**src/rtl/counter_mode_sequencer.sv**
```systemverilog
// -----------------------------------------------------------------------------
// counter_mode_sequencer
//
// Drives the 2-bit mode input of the 4-bit counter from a small table of
// (mode, duration) segments. Each segment holds its mode for exactly len
// cycles. Segments follow back to back with no gap cycles. The program ends at
// the first zero-length entry or after the last table slot. If loop was
// sampled high at start, the program wraps to segment 0 instead of ending.
//
// Parameters
//   DEPTH     number of table entries (power of two, >= 2)
//   LEN_W     width of the segment length field
//   IDLE_MODE mode presented whenever no program is running
//
// Ports
//   clk      clock, rising-edge
//   rst      synchronous active-high reset (clears the table lengths)
//   wr_en    write one table entry (ignored while busy)
//   wr_addr  entry index to write
//   wr_mode  mode stored in the entry
//   wr_len   cycle count stored in the entry; 0 marks end of program
//   start    begin execution (sampled only when idle)
//   loop     sampled with start; repeat the program until abort
//   abort    stop the running program immediately, no done pulse
//   mode     registered mode toward the counter
//   seg_idx  registered index of the active segment
//   busy     registered, high while a program runs
//   done     registered one-cycle pulse on normal completion
// -----------------------------------------------------------------------------
module counter_mode_sequencer #(
    parameter int         DEPTH     = 8,
    parameter int         LEN_W     = 6,
    parameter logic [1:0] IDLE_MODE = 2'd1
) (
    input  logic                       clk,
    input  logic                       rst,
    input  logic                       wr_en,
    input  logic [$clog2(DEPTH)-1:0]   wr_addr,
    input  logic [1:0]                 wr_mode,
    input  logic [LEN_W-1:0]           wr_len,
    input  logic                       start,
    input  logic                       loop,
    input  logic                       abort,
    output logic [1:0]                 mode,
    output logic [$clog2(DEPTH)-1:0]   seg_idx,
    output logic                       busy,
    output logic                       done
);

    localparam int AW = $clog2(DEPTH);

    typedef enum logic {
        S_IDLE,
        S_RUN
    } state_t;

    // Segment table
    logic [1:0]       mode_tab [DEPTH];
    logic [LEN_W-1:0] len_tab  [DEPTH];

    // Sequencer state
    state_t           state, state_nx;
    logic [LEN_W-1:0] remaining, remaining_nx;
    logic             loop_q, loop_nx;
    logic [1:0]       mode_nx;
    logic [AW-1:0]    seg_idx_nx;
    logic             busy_nx;
    logic             done_nx;

    // Lookahead to the following segment
    logic [AW-1:0]    next_idx;
    logic             last_slot;
    logic             table_wr;

    assign next_idx  = seg_idx + AW'(1);
    assign last_slot = (seg_idx == AW'(DEPTH - 1));

    // busy is the registered view of RUN, so a write in the same cycle as a
    // start still lands, while start reads the pre-write entry 0.
    assign table_wr  = wr_en && !busy && !rst;

    // Only the lengths need clearing: a zero length makes every mode value
    // unreachable, so the mode array can stay unreset.
    always_ff @(posedge clk) begin
        if (rst) begin
            for (int i = 0; i < DEPTH; i++) begin
                len_tab[i] <= '0;
            end
        end else if (table_wr) begin
            len_tab[wr_addr] <= wr_len;
        end
    end

    always_ff @(posedge clk) begin
        if (table_wr) begin
            mode_tab[wr_addr] <= wr_mode;
        end
    end

    // State and output registers
    always_ff @(posedge clk) begin
        if (rst) begin
            state     <= S_IDLE;
            remaining <= '0;
            loop_q    <= 1'b0;
            mode      <= IDLE_MODE;
            seg_idx   <= '0;
            busy      <= 1'b0;
            done      <= 1'b0;
        end else begin
            state     <= state_nx;
            remaining <= remaining_nx;
            loop_q    <= loop_nx;
            mode      <= mode_nx;
            seg_idx   <= seg_idx_nx;
            busy      <= busy_nx;
            done      <= done_nx;
        end
    end

    // Next-state and next-output logic
    always_comb begin
        state_nx     = state;
        remaining_nx = remaining;
        loop_nx      = loop_q;
        mode_nx      = mode;
        seg_idx_nx   = seg_idx;
        busy_nx      = busy;
        done_nx      = 1'b0;

        unique case (state)
            S_IDLE: begin
                mode_nx    = IDLE_MODE;
                seg_idx_nx = '0;
                busy_nx    = 1'b0;
                if (start) begin
                    if (len_tab[0] != '0) begin
                        state_nx     = S_RUN;
                        mode_nx      = mode_tab[0];
                        remaining_nx = len_tab[0] - LEN_W'(1);
                        loop_nx      = loop;
                        busy_nx      = 1'b1;
                    end else begin
                        // Empty program completes at once.
                        done_nx = 1'b1;
                    end
                end
            end

            S_RUN: begin
                if (abort) begin
                    state_nx   = S_IDLE;
                    mode_nx    = IDLE_MODE;
                    seg_idx_nx = '0;
                    busy_nx    = 1'b0;
                end else if (remaining != '0) begin
                    remaining_nx = remaining - LEN_W'(1);
                end else if (!last_slot && (len_tab[next_idx] != '0)) begin
                    mode_nx      = mode_tab[next_idx];
                    seg_idx_nx   = next_idx;
                    remaining_nx = len_tab[next_idx] - LEN_W'(1);
                end else if (loop_q) begin
                    // A running program always has a nonzero entry 0, since
                    // the table is frozen while busy.
                    mode_nx      = mode_tab[0];
                    seg_idx_nx   = '0;
                    remaining_nx = len_tab[0] - LEN_W'(1);
                end else begin
                    state_nx   = S_IDLE;
                    mode_nx    = IDLE_MODE;
                    seg_idx_nx = '0;
                    busy_nx    = 1'b0;
                    done_nx    = 1'b1;
                end
            end

            default: begin
                state_nx = S_IDLE;
            end
        endcase
    end

endmodule

```
**config.mk**
```make
export PLATFORM = sky130hd
export DESIGN_NAME = counter_mode_sequencer
export DESIGN_NICKNAME = d
export VERILOG_FILES = /design/src/rtl/counter_mode_sequencer.sv
export SDC_FILE = /design/constraint.sdc
export NUM_CORES = 1
export LEC_CHECK = 0
export CORE_MARGIN = 10
export CORE_UTILIZATION = 33
export DETAILED_ROUTE_END_ITERATION = 8
export PLACE_DENSITY_LB_ADDON = 0.08
export SYNTH_ARGS = -nofsm -noshare
export SYNTH_HDL_FRONTEND = slang
export SYNTH_SLANG_ARGS = --single-unit
```
**constraint.sdc**
```tcl
create_clock -name clk -period 3.2 [get_ports clk]
set_input_delay 0.48 -clock clk [delete_from_list [all_inputs] [get_ports clk]]
set_output_delay 0.48 -clock clk [all_outputs]
set_load 0.1 [all_outputs]
```
### Word-level counts from Yosys, hierarchy flattened

Memory sizes are Yosys's and may differ from the RTL's.
Index checks and enable logic that the tools add are counted.

| storage, ports and cells | value |
|---|---|
| register bits | 15 |
| bits in writable memories | 64 |
| memories | 2 |

| cells by class | value |
|---|---|
| $add $sub $neg | 4 |
| eq/ne operators | 8 |
| mux-type cells | 46 |
| bitwise operators | 1 |
| reduce and logical (&&, ||, !) cells | 13 |

Memories:

| memory | words | bits a word | read ports | clocked after Yosys merged registers in | write ports | RTL line | source |
|---|---|---|---|---|---|---|---|
| len_tab | 8 | 6 | 2 | 0 | 8 | 59 | `logic [LEN_W-1:0] len_tab [DEPTH];` |
| mode_tab | 8 | 2 | 2 | 0 | 1 | 58 | `logic [1:0] mode_tab [DEPTH];` |

Operators with widths:

| kind | number |
|---|---|
| 6-bit 2-to-1 mux | 7 |
| 1-bit 2-to-1 mux | 23 |
| 6-bit nonzero test | 3 |
| 6-bit by 1-bit subtractor with 6-bit output (second input constant) | 3 |
| 2-bit 2-to-1 mux | 6 |
| 3-bit 2-to-1 mux | 4 |
| 6-bit case mux with 2 select lines | 1 |
| 3-bit inequality test (second input constant) | 3 |
| 2-bit inequality test (second input constant) | 3 |
| 1-bit case mux with 2 select lines | 3 |
| 3-bit case mux with 2 select lines | 1 |
| 3-bit AND reduction | 2 |
| 6-bit OR reduction | 1 |
| 4-bit by 1-bit inequality test with 1-bit output (second input constant) | 1 |
| 2-bit case mux with 2 select lines | 1 |
| 4-bit AND reduction | 1 |
| 3-bit by 1-bit adder with 3-bit output (second input constant) | 1 |
| 3-bit == test (second input constant) | 1 |
| 1-bit logical AND | 3 |
| 1-bit logical NOT | 3 |
| 1-bit NOT | 1 |

### Logic depth before layout (Yosys ltp)

| logic depth | value |
|---|---|
| depth in word-level cells | 8 |
| mapped depth | 13 |
| gate-level depth less buffers | 11 |

### Least setup slack after synthesis

OpenSTA, ideal clock, no wires.

| timing path | value |
|---|---|
| path kind | reg-to-reg |
| start | register seg_idx[0] |
| end | register remaining[2] |
| library setup time | 117 ps |
| arrival time | 3665 ps |
| slack | -583 ps |
| cell stages (with the launch flop) | 14 |
| path buffers | 3 |
| cells stage by stage | dfxtp_1 > ha_1 > buf_4 > buf_8 > buf_6 > mux4_2 > mux2_2 > inv_1 > ha_1 > o21ai_1 > o31ai_4 > a21o_2 > inv_2 > a32o_1 |

| between the ends | value |
|---|---|
| longest elaborated chain between the ends | 8 |
| elaborated cells between the ends (all ways) | 13 |
| classes of those cells | 2 x add/sub; 2 x eq/ne; 4 x mux; 4 x reduce/logical; 1 x memory |

Ends and longest elaborated chain:

| element | RTL line | source |
|---|---|---|
| start: declaration | 45 | `output logic [$clog2(DEPTH)-1:0] seg_idx,` |
| start signal: assignment | 115 | `seg_idx <= seg_idx_nx;` |
| parallel branches: the longest is 8 deep, another holds memory read 8 x 6 bit | - |  |
| end signal: assignment | 112 | `remaining <= remaining_nx;` |
| end: declaration | 63 | `logic [LEN_W-1:0] remaining, remaining_nx;` |

Several ways; the timed one is not identified. The select of a mux whose other input is x is not followed.
A chain may end at the register's enable or synchronous reset.

### Final worst setup path

| timing path | value |
|---|---|
| start | register seg_idx[1] |
| end | register mode[1] |

| between the ends | value |
|---|---|
| longest elaborated chain between the ends | 8 |
| elaborated cells between the ends (all ways) | 11 |
| classes of those cells | 1 x add/sub; 1 x eq/ne; 4 x mux; 3 x reduce/logical; 2 x memory |

Ends and longest elaborated chain:

| element | RTL line | source |
|---|---|---|
| 3-bit by 1-bit adder with 3-bit output | 75 | `assign next_idx = seg_idx + AW'(1);` |
| memory read 8 x 6 bit | - |  |
| 6-bit nonzero test | 158 | `end else if (!last_slot && (len_tab[next_idx] != '0)) begin` |
| 1-bit logical AND | 158 |  |
| 2-bit 2-to-1 mux * | 158 |  |
| 2-bit 2-to-1 mux * | 156 | `end else if (remaining != '0) begin` |
| 2-bit 2-to-1 mux * | 151 | `if (abort) begin` |
| 2-bit case mux with 2 select lines * | 131 | `unique case (state)` |
| end signal: assignment | 114 | `mode <= mode_nx;` |
| end: declaration | 44 | `output logic [1:0] mode,` |

Mark *: on every way between the ends. The rest lies on a longest branch, timed or not. The select of a mux whose other input is x is not followed.

==> key figures <==
Status
  – Status: complete, no violations

Setup path
  – End point of the critical path: mode[1]
  – Worst r2r dst: mode[1]
  – CP Capture Type: flip-flop
  – Flop2flop setup slack: 0.18 ns
  – Worst Path Max Fanout: 11
  – Worst Setup Start Kind: flip-flop
  – Critical path required time: 3.47 ns
  – Kind of critical path: flip-flop to flip-flop
  – Worst path arrival time: 3.28 ns
  – RR Startpoint: seg_idx[1]
  – Reg2Reg Depth: 10
  – Setup crit start: seg_idx[1]

Power and ir drop
  – Clock power share: 0.438
  – Power Density: 544 nW/µm²
  – Flop pwr share: 0.433
  – Comb power frac: 0.130
  – Internal power: 2.06 mW
  – Switching portion of total power: 0.243
  – NetSw: ~0.66 mW
  – Total power: between 2 and 3 mW
  – Peak VDD IR: between 200 and 300 µV
  – Leak: 1.81 nW

GRT
  – Antenna violations before repair: 0
  – All-layer global routing usage: 0.123
  – Largest net degree at the start of global routing: 25
  – Vias in the first global route: 2842
  – Gr ovfl total: 0
  – First-pass GRT wire length: 16400 µm

Clock network
  – Clk sinks: 79
  – Post CTS Setup Buffer Count: 0
  – Post-CTS Hold Buffers: 0
  – Worst-Skew Late Latency: 0.34 ns
  – CTS root buf: clkbuf_16
  – Max clock buf depth: 2
  – CTS Buf Count: 9
  – TritonCTS clock tree: yes
  – H-Tree Level Count: 3
  – Post_cts resized: 0
  – Clk slew on worst S/H paths: 0.07 ns

Placement
  – Placed cell areas: 4660 µm²
  – Post-DP HPWL: 7570 µm
  – Port Buf Inserts: 23
  – Routability congestion estimate: 0.754

Timing
  – Endpoints failing hold: 0
  – Fmax: 331 MHz
  – RSZ-0062 raised after global routing: no
  – Setup-failing EPs final: 0
  – Final Skew: between 0.009 and 0.01 ns
  – Relative slew slack: 0.701
  – Final Max Slew Viols: 0
  – Fin crit share: 0.943
  – Setup TNS: 0 ns
  – Crit path time final: ~3 ns
  – Actual transition at the worst max-transition pin: 0.437 ns

Cells and area
  – Most common cell after layout, fill and taps aside: edfxtp_1
  – Most frequent cells in the layout: edfxtp_1 (64), and2_1 (51), buf_4 (25)
  – Finished layout cell area: 5000 µm²
  – Layout cells sized above 1: 0.202
  – Nets: 401
  – ANT cells: 0
  – Area delta synth->final: 21.3%

Synth
  – Top_reg_cell synth: edfxtp_1
  – Synth top area share: 0.466
  – Post-synth ARST share: 0
  – Synth top area cells: edfxtp_1 (47%), and2_1 (7.7%), dfxtp_1 (7.3%)
  – Post-Synth XOR/XNOR Area: 0.0191
  – Synth cell types: 55
  – Post-Synthesis Cells: 334
  – Syn Nets: between 300 and 400
  – Synth warnings: 0
  – Cell Area, Synth: 4120 µm²
  – Synth Area in Compound Gates: 0.0914
  – Synth Area per Inst: 12.3 µm²
  – Synth Area in Simple Gates: 0.185
  – Largest area contributor in the netlist: edfxtp_1
  – Yosys reg bits: 79
  – Largest family of logic cells by synthesized area: simple AND/OR/NAND/NOR gates
  – Post-synth EDFFs: 64
  – Sequential fraction of the synthesis area: 0.539
  – Mux contribution to synthesized area: 0.115
  – Post-synthesis adder-cell area fraction: 0.0243

Routing
  – Via Count: 2653
  – WL/cell: 18.6 µm
  – ANT nets after route: 0
  – Final wirelength: 10200 µm
  – # DRC: 0
  – Via density: 4.83
  – DR pass1 iterations: 4
  – Initial DRC count: approximately 170

Floorplanning
  – CORE AREA: 12100 µm²
  – Die H: 132 µm
  – Std cell rows: 40
  – Die width: around 130 µm
  – I/O pin count: 24
  – Die ar.: between 15000 and 20000 µm²
  – Initial Utilization: 0.340

Flow run
  – Max-Cap Viols: 0

Worst hold path
  – Min-delay src: loop_q
  – Hold/Removal Path Class: flip-flop to flip-flop
==> synth_stat cells, types with 2 or more instances <==
master,count
ha_1,8
or3_1,2
a2bb2oi_1,2
nor2b_1,4
nand2b_1,6
mux2_2,4
a211oi_1,3
a22oi_1,2
xor2_1,4
o31ai_1,3
mux2i_1,16
a311o_1,2
clkbuf_1,6
buf_1,2
and2_1,51
nand2_1,20
nor3b_1,3
dfxtp_1,15
or2_2,8
a22o_1,2
a21oi_1,8
nand3_1,3
mux4_2,11
a31oi_1,4
nand4b_1,2
or3b_2,2
inv_1,11
and3_1,5
edfxtp_1,64
o32ai_1,2
xnor2_1,5
o21ai_0,3
o2bb2ai_1,2
nor2_1,18
nor3_1,11
==> worst max-delay path, cell delays in order, from the launching register on <==
cell and delay (ns):
dfxtp_4 0.35, ha_1 0.18, ha_1 0.56, mux4_2 0.36, mux2_2 0.31, inv_1 0.11, ha_1 0.19, o21ai_2 0.14
o21bai_4 0.23, mux2_2 0.35, a31oi_1 0.17
==> per-stage QoR <==
step           setup WS [ns]  hold WS [ns]  instances  utilization
3_3_place_gp           0.218         0.489        533        0.385
5_1_grt               0.0160         0.542        549        0.413
3_5_place_dp           0.185         0.495        533        0.385
4_1_cts                0.148         0.507        549        0.413
6_report               0.182         0.504        549        0.413
2_1_floorplan         0.0416         0.463        334            -
==> flip-flops by register name (all words and copies together), names as in the netlist <==
register	flops
seg_idx	3
len_tab	48
remaining	6
state	1
loop_q	1
busy	1
mode_tab	16
done	1
mode	2
==> worst min-delay path by stage <==
stage	end	slack, ns	depth (start not counted)
after detailed placement	mode[0]	0.49	2
after floorplan	loop_q	0.46	2
after CTS	loop_q	0.51	2
final	loop_q	0.50	2
after global routing	mode[0]	0.54	2
after global placement	loop_q	0.49	2
==> area by class of cell <==
cell class	instances	area, µm²
clock inverter	6	116
clock buffer	10	229
inverter	12	45.0
multi-input combinational	232	1800
timing repair buffer	42	368
tap	168	210
fill	1199	7110
sequential	79	2230
==> power by group through the flow <==
stage / clock network (mW) / registers [mW] / logic, mW
after floorplan: 0 / 1.21 / 0.219
after global placement: 0 / 1.20 / 0.358
after detailed placement: 0 / 1.20 / 0.355
after CTS: 1.22 / 1.18 / 0.358
after global routing: 1.26 / 1.18 / 0.390
final: 1.19 / 1.18 / 0.353
==> per-layer routing <==
layer,GRT usage,part of all wire,vias up
li1,-,-,1332
met1,0.162,0.48,1284
met2,0.194,0.49,29
met3,0.0229,0.024,8
met4,0.0470,0.0088,0
met5,0,0,-
==> logic make-up after synthesis <==
group                    after synthesis
buffers and inverters                 23
AO/OA/AOI/OAI                         46
XOR/XNOR                               9
AND/OR/NAND/NOR                      137
adder cells (fa/ha/maj)                8
flip-flops                            79
multiplexers                          32
No activity file was read; power rests on OpenSTA's default activity.
